--- config.mk ---
export PLATFORM = sky130hd
export DESIGN_NAME = registers_dump
export DESIGN_NICKNAME = d
export VERILOG_FILES = /design/src/rtl/registers_dump.sv
export SDC_FILE = /design/constraint.sdc
export NUM_CORES = 2
export LEC_CHECK = 0
export CAP_MARGIN = 15
export CORE_AREA = 2 2 399 401
export DETAILED_ROUTE_END_ITERATION = 8
export DIE_AREA = 0 0 401 403
export GPL_TIMING_DRIVEN = 0
export PLACE_DENSITY_LB_ADDON = 0.2
export SYNTH_ARGS = -nofsm -noshare
export SYNTH_HDL_FRONTEND = slang
export SYNTH_SLANG_ARGS = --single-unit
--- constraint.sdc ---
create_clock -name i_clk -period 7 [get_ports i_clk]
set_clock_uncertainty 0.1 [all_clocks]
set_input_delay 1.4 -clock i_clk [delete_from_list [all_inputs] [get_ports i_clk]]
set_output_delay 1.4 -clock i_clk [all_outputs]
set_load 0.01 [all_outputs]
--- src/rtl/registers_dump.sv ---
// Purpose: snapshots the flat register debug bus on request and streams it out byte by byte.
// Latency: byte 0 is offered the cycle after start. One byte per cycle at full rate. o_done pulses the cycle after the last byte is accepted.
// Backpressure: o_tx_data and o_tx_valid hold while i_tx_ready is low. Each stalled cycle adds one cycle.
module registers_dump #(
  parameter int REGISTERS_BANK_SIZE = 32,
  parameter int REGISTERS_SIZE      = 32,
  parameter int BYTE_SIZE           = 8
) (
  input  logic                                          i_clk,
  input  logic                                          i_reset,
  input  logic                                          i_start,
  input  logic [REGISTERS_BANK_SIZE*REGISTERS_SIZE-1:0] i_bus_debug,
  input  logic                                          i_tx_ready,
  output logic [BYTE_SIZE-1:0]                          o_tx_data,
  output logic                                          o_tx_valid,
  output logic                                          o_busy,
  output logic                                          o_done
);

  localparam int BYTES_PER_REG = REGISTERS_SIZE / BYTE_SIZE;
  localparam int TOTAL         = REGISTERS_BANK_SIZE * BYTES_PER_REG;
  localparam int CNT_W         = (TOTAL > 1) ? $clog2(TOTAL) : 1;
  localparam logic [CNT_W-1:0] LAST = CNT_W'(TOTAL - 1);

  typedef enum logic [1:0] {
    IDLE = 2'd0,
    SEND = 2'd1,
    DONE = 2'd2
  } state_t;

  state_t                          state_q;
  state_t                          state_d;
  logic [CNT_W-1:0]                cnt_q;
  logic [TOTAL-1:0][BYTE_SIZE-1:0] snap_q;
  logic [TOTAL-1:0][BYTE_SIZE-1:0] snap_in;
  logic                            xfer;
  logic                            last_byte;

  // Reorder the register image into transmit order at capture time.
  // Element k of the snapshot is then simply the k-th byte to send:
  // registers ascending, most-significant byte of each register first.
  for (genvar k = 0; k < TOTAL; k++) begin : g_order
    localparam int REG_IDX  = k / BYTES_PER_REG;
    localparam int BYTE_IDX = BYTES_PER_REG - 1 - (k % BYTES_PER_REG);
    assign snap_in[k] = i_bus_debug[REG_IDX*REGISTERS_SIZE + BYTE_IDX*BYTE_SIZE +: BYTE_SIZE];
  end

  assign xfer      = (state_q == SEND) && i_tx_ready;
  assign last_byte = (cnt_q == LAST);

  // Next-state selection and output decode from registered state only.
  always_comb begin
    state_d    = state_q;
    o_tx_data  = '0;
    o_tx_valid = 1'b0;
    o_busy     = 1'b0;
    o_done     = 1'b0;
    unique case (state_q)
      IDLE: begin
        if (i_start) state_d = SEND;
      end
      SEND: begin
        o_tx_valid = 1'b1;
        o_busy     = 1'b1;
        o_tx_data  = snap_q[cnt_q];
        if (xfer && last_byte) state_d = DONE;
      end
      DONE: begin
        o_busy  = 1'b1;
        o_done  = 1'b1;
        state_d = IDLE;
      end
      default: state_d = IDLE;
    endcase
  end

  // State register.
  always_ff @(posedge i_clk) begin
    if (i_reset) state_q <= IDLE;
    else         state_q <= state_d;
  end

  // Snapshot capture on start and byte counter advance on each accepted byte.
  // The counter stops at the last index rather than wrapping.
  always_ff @(posedge i_clk) begin
    if (i_reset) begin
      cnt_q  <= '0;
      snap_q <= '0;
    end else if ((state_q == IDLE) && i_start) begin
      cnt_q  <= '0;
      snap_q <= snap_in;
    end else if (xfer && !last_byte) begin
      cnt_q  <= cnt_q + CNT_W'(1);
    end
  end

endmodule

==> metrics.cfg <==
[detailed_routing]
drt_iter0_drc = 3662
ant_nets = 0
top_layer = met5
dr_wl_met3_um = 16400
wl_met1_um = 104000
routedWlPerCell_um = 29.3
num_vias = 44100
wl_met2_um = 123000
viasPerCell = 5.07
drc = 0
wirelength_um = 255000
drt_pass1_iterations = 7

[finish]
drive_gt1_share_pct = 7.58
final_cell_mix = nand2_1, a21oi_1, clkdlybuf4s50_1
fin_area_um2 = 61100
utilization_pct = 38.8
area_growth_pct = 38.6
layout_commonest_cell = nand2_1
finalNonFillerCells = 8694
fin_nets = 7528
n_fill_cell = 16300

[synthesis]
synth_seq_cells = 1033
async_flop_share_pct = 0
synth_nets = 6367
synth_edf_count = 0
synthFlopType = dfxtp_1
synth-warning-count = 0
synth_top_family_by_area = simple AND/OR/NAND/NOR gates
synth.mux.area_fraction_pct = 13.3
synth_fa_ha_area_share_pct = 0.170
synth_compound_area_share_pct = 15.2
yosys.area_share.simple_pct = 19.5
yosysSeqAreaShare_pct = 46.9
yosysUniqueCellTypes = 57
synth_xor_area_share_pct = 0.0993
netlist_instances = 5333
syn_area_um2 = 44100
synth_area_per_cell_um2 = 8.27

[worst_hold_path]
hp-start = snap_q[584]
min_path_type = reg -> reg
whs_endpoint = snap_q[584]
hold_path_depth = 2

[place]
routabilityCongestion = 0.926
placed_area_um2 = 57100
numPortBuffers = 1037
place_inst = 8449
hpwl_um = 206000

[clocking]
htreeDepth = 3
cts_tree = built
insertion_delay_ns = 0.75
clkSlewWorstSetupHoldPaths_ns = 0.07
clockBufferDepth = 3
cts_sinks = 1033
cts_root_buf = clkbuf_16
cts-hold-fix-buffers = 0
post-cts-setup-buffers = 0
cts_buffers = 115

[outcome]
status = completed

[floorplan]
core_area_um2 = 157000
dieArea_um2 = 162000
rows = 146
pin_count = 1039
die_y_um = 403
initial_core_util_pct = 28.0
die_w_um = 401

[setup_path]
worstSetupStartpointType = register
cp_max_fo = 10
cp_cell_sequence = buf_2, buf_4, buf_4, buf_2, mux4_2, o21ai_0, nand3_1, o2111a_1, clkdlybuf4s50_1
arrival_ns = 5.48
critPathKind = reg -> out
reg2reg_to = snap_q[432]
worst_r2r_path_depth = 9
rrSetupSlack_ns = 2.56
critPathCaptureType = primary output
reg2reg_from = state_q[0]
cpMaxStageDelayCell = o21ai_0
critical_path_required_ns = 5.50
cpPeakStageDelay_ns = 0.76
path_buf_inv = 5
crit_family = buffers and inverters

[timing]
report.final.slew_viol_count = 0
setup_viol = 0
rsz0062_at_grt = false
fmax_mhz = 143
finalCriticalPeriod_ns = 6.98
period_share_pct = 99.7
relSlewSlack_pct = 16.1
tightest_slew_ns = 1.26
finalHoldViolations = 0
tns_ns = 0

[pwr]
p_sw_share_pct = 35.6
p_int_mw = 12.4
switching_power_mw = 6.87
power.density_nw_per_um2 = 316
combPwrFrac_pct = 28.5
clkPwrFrac_pct = 32.6
power_frac_seq_pct = 38.9
ir_drop_v = 0.000229
leakagePower_nw = 21.6

[global_routing]
grtUsageTotal_pct = 30.3
gr-total-overflow = 0
grt_pass1_vias = 43700
grt_max_degree = 17
grt_pass1_wl_um = 342000
antenna_found_initial = 64

[flow_run]
cap_violations = 0

==> routing by layer <==
layer,vias to the layer above,global-route usage [%]
met1,21500,37.5
met4,26,12.8
li1,20400,-
met3,421,5.62
met5,-,0
met2,1747,51.7
==> power by group through the flow <==
stage	Clock (mW)	Sequential, mW	Combinational [mW]
floorplan	0	7.33	3.10
global placement	0	7.58	5.44
detailed placement	0	7.61	5.48
CTS	6.37	7.49	5.50
global route	6.59	7.59	5.97
finish	6.30	7.51	5.50
==> sequential cells by signal, summed over array words and instances (netlist names) <==
| register | cells |
|---|---|
| cnt_q | 7 |
| snap_q | 1024 |
| state_q | 2 |
==> repair_timing <==
item	4_1_cts	5_1_grt
endpoints found under the setup margin	0	1
endpoints found under the hold margin	0	0
gates resized for setup	0	1
==> Yosys cell counts, drive strengths merged (7+ instances only) <==
master	number	area share, %
nor3	13	0.15
o22a	13	0.26
a211oi	18	0.31
mux2	38	0.97
nand3	15	0.17
inv	8	0.068
a31o	7	0.14
mux4	176	9.1
mux2i	141	3.2
o2111ai	10	0.20
o221ai	13	0.26
a221oi	13	0.27
o211ai	9	0.15
and2	11	0.16
clkbuf	331	2.9
nor2b	16	0.23
a31oi	8	0.11
nor2	32	0.27
a22oi	19	0.32
nand2	2121	18
o22ai	25	0.35
buf	116	1.9
a21oi	1053	12
dfxtp	1033	47
o21ai	23	0.26
==> worst register-to-register path, delay by kind of cell, from the launching register on <==
family / cells / cell delay (ns)
AOI/OAI and AO/OA: 1 / 0.16
buffers and inverters: 5 / 3.30
DFF: 1 / 0.34
adders and majority gates: 1 / 0.18
and+or+nand+nor: 2 / 0.32
==> area by class of cell <==
| class | count | area (µm²) | area share, % |
|---|---|---|---|
| inverter | 8 | 30.0 | 0.0491 |
| buffer | 447 | 2100 | 3.44 |
| multi-input combinational | 3845 | 21300 | 34.8 |
| clock inverter | 40 | 537 | 0.878 |
| timing repair buffer | 1044 | 10500 | 17.1 |
| tap | 2072 | 2590 | 4.24 |
| antenna | 36 | 90.1 | 0.147 |
| clock buffer | 169 | 3330 | 5.45 |
| sequential | 1033 | 20700 | 33.8 |
==> cells by family after synthesis <==
family	after synthesis
adder cells (fa/ha/maj)	6
AND/OR/NAND/NOR	2239
multiplexers	355
buffers and inverters	455
flip-flops	1033
XOR/XNOR	5
AO/OA/AOI/OAI	1240
==> through the flow <==
stage	worst slack [ns]	hold WS (ns)	power [mW]
after global routing	0.0878	0.364	20.2
after floorplan	3.36	0.332	10.4
after detailed placement	0.860	0.343	13.1
after global placement	0.636	0.338	13.0
after CTS	0.0298	0.351	19.4
final	0.0184	0.349	19.3
==> worst max path at each step <==
| stage | from | to | slack, ns | cells past startpoint |
|---|---|---|---|---|
| global placement | cnt_q[1] | o_tx_data[5] | 0.64 | 10 |
| global route | cnt_q[0] | o_tx_data[4] | 0.09 | 11 |
| CTS | cnt_q[2] | o_tx_data[3] | 0.03 | 9 |
| finish | cnt_q[2] | o_tx_data[5] | 0.02 | 9 |
| floorplan | cnt_q[0] | o_tx_data[3] | 3.36 | 8 |
| detailed placement | cnt_q[1] | o_tx_data[1] | 0.86 | 10 |
Power figures use the tool's default switching activity.
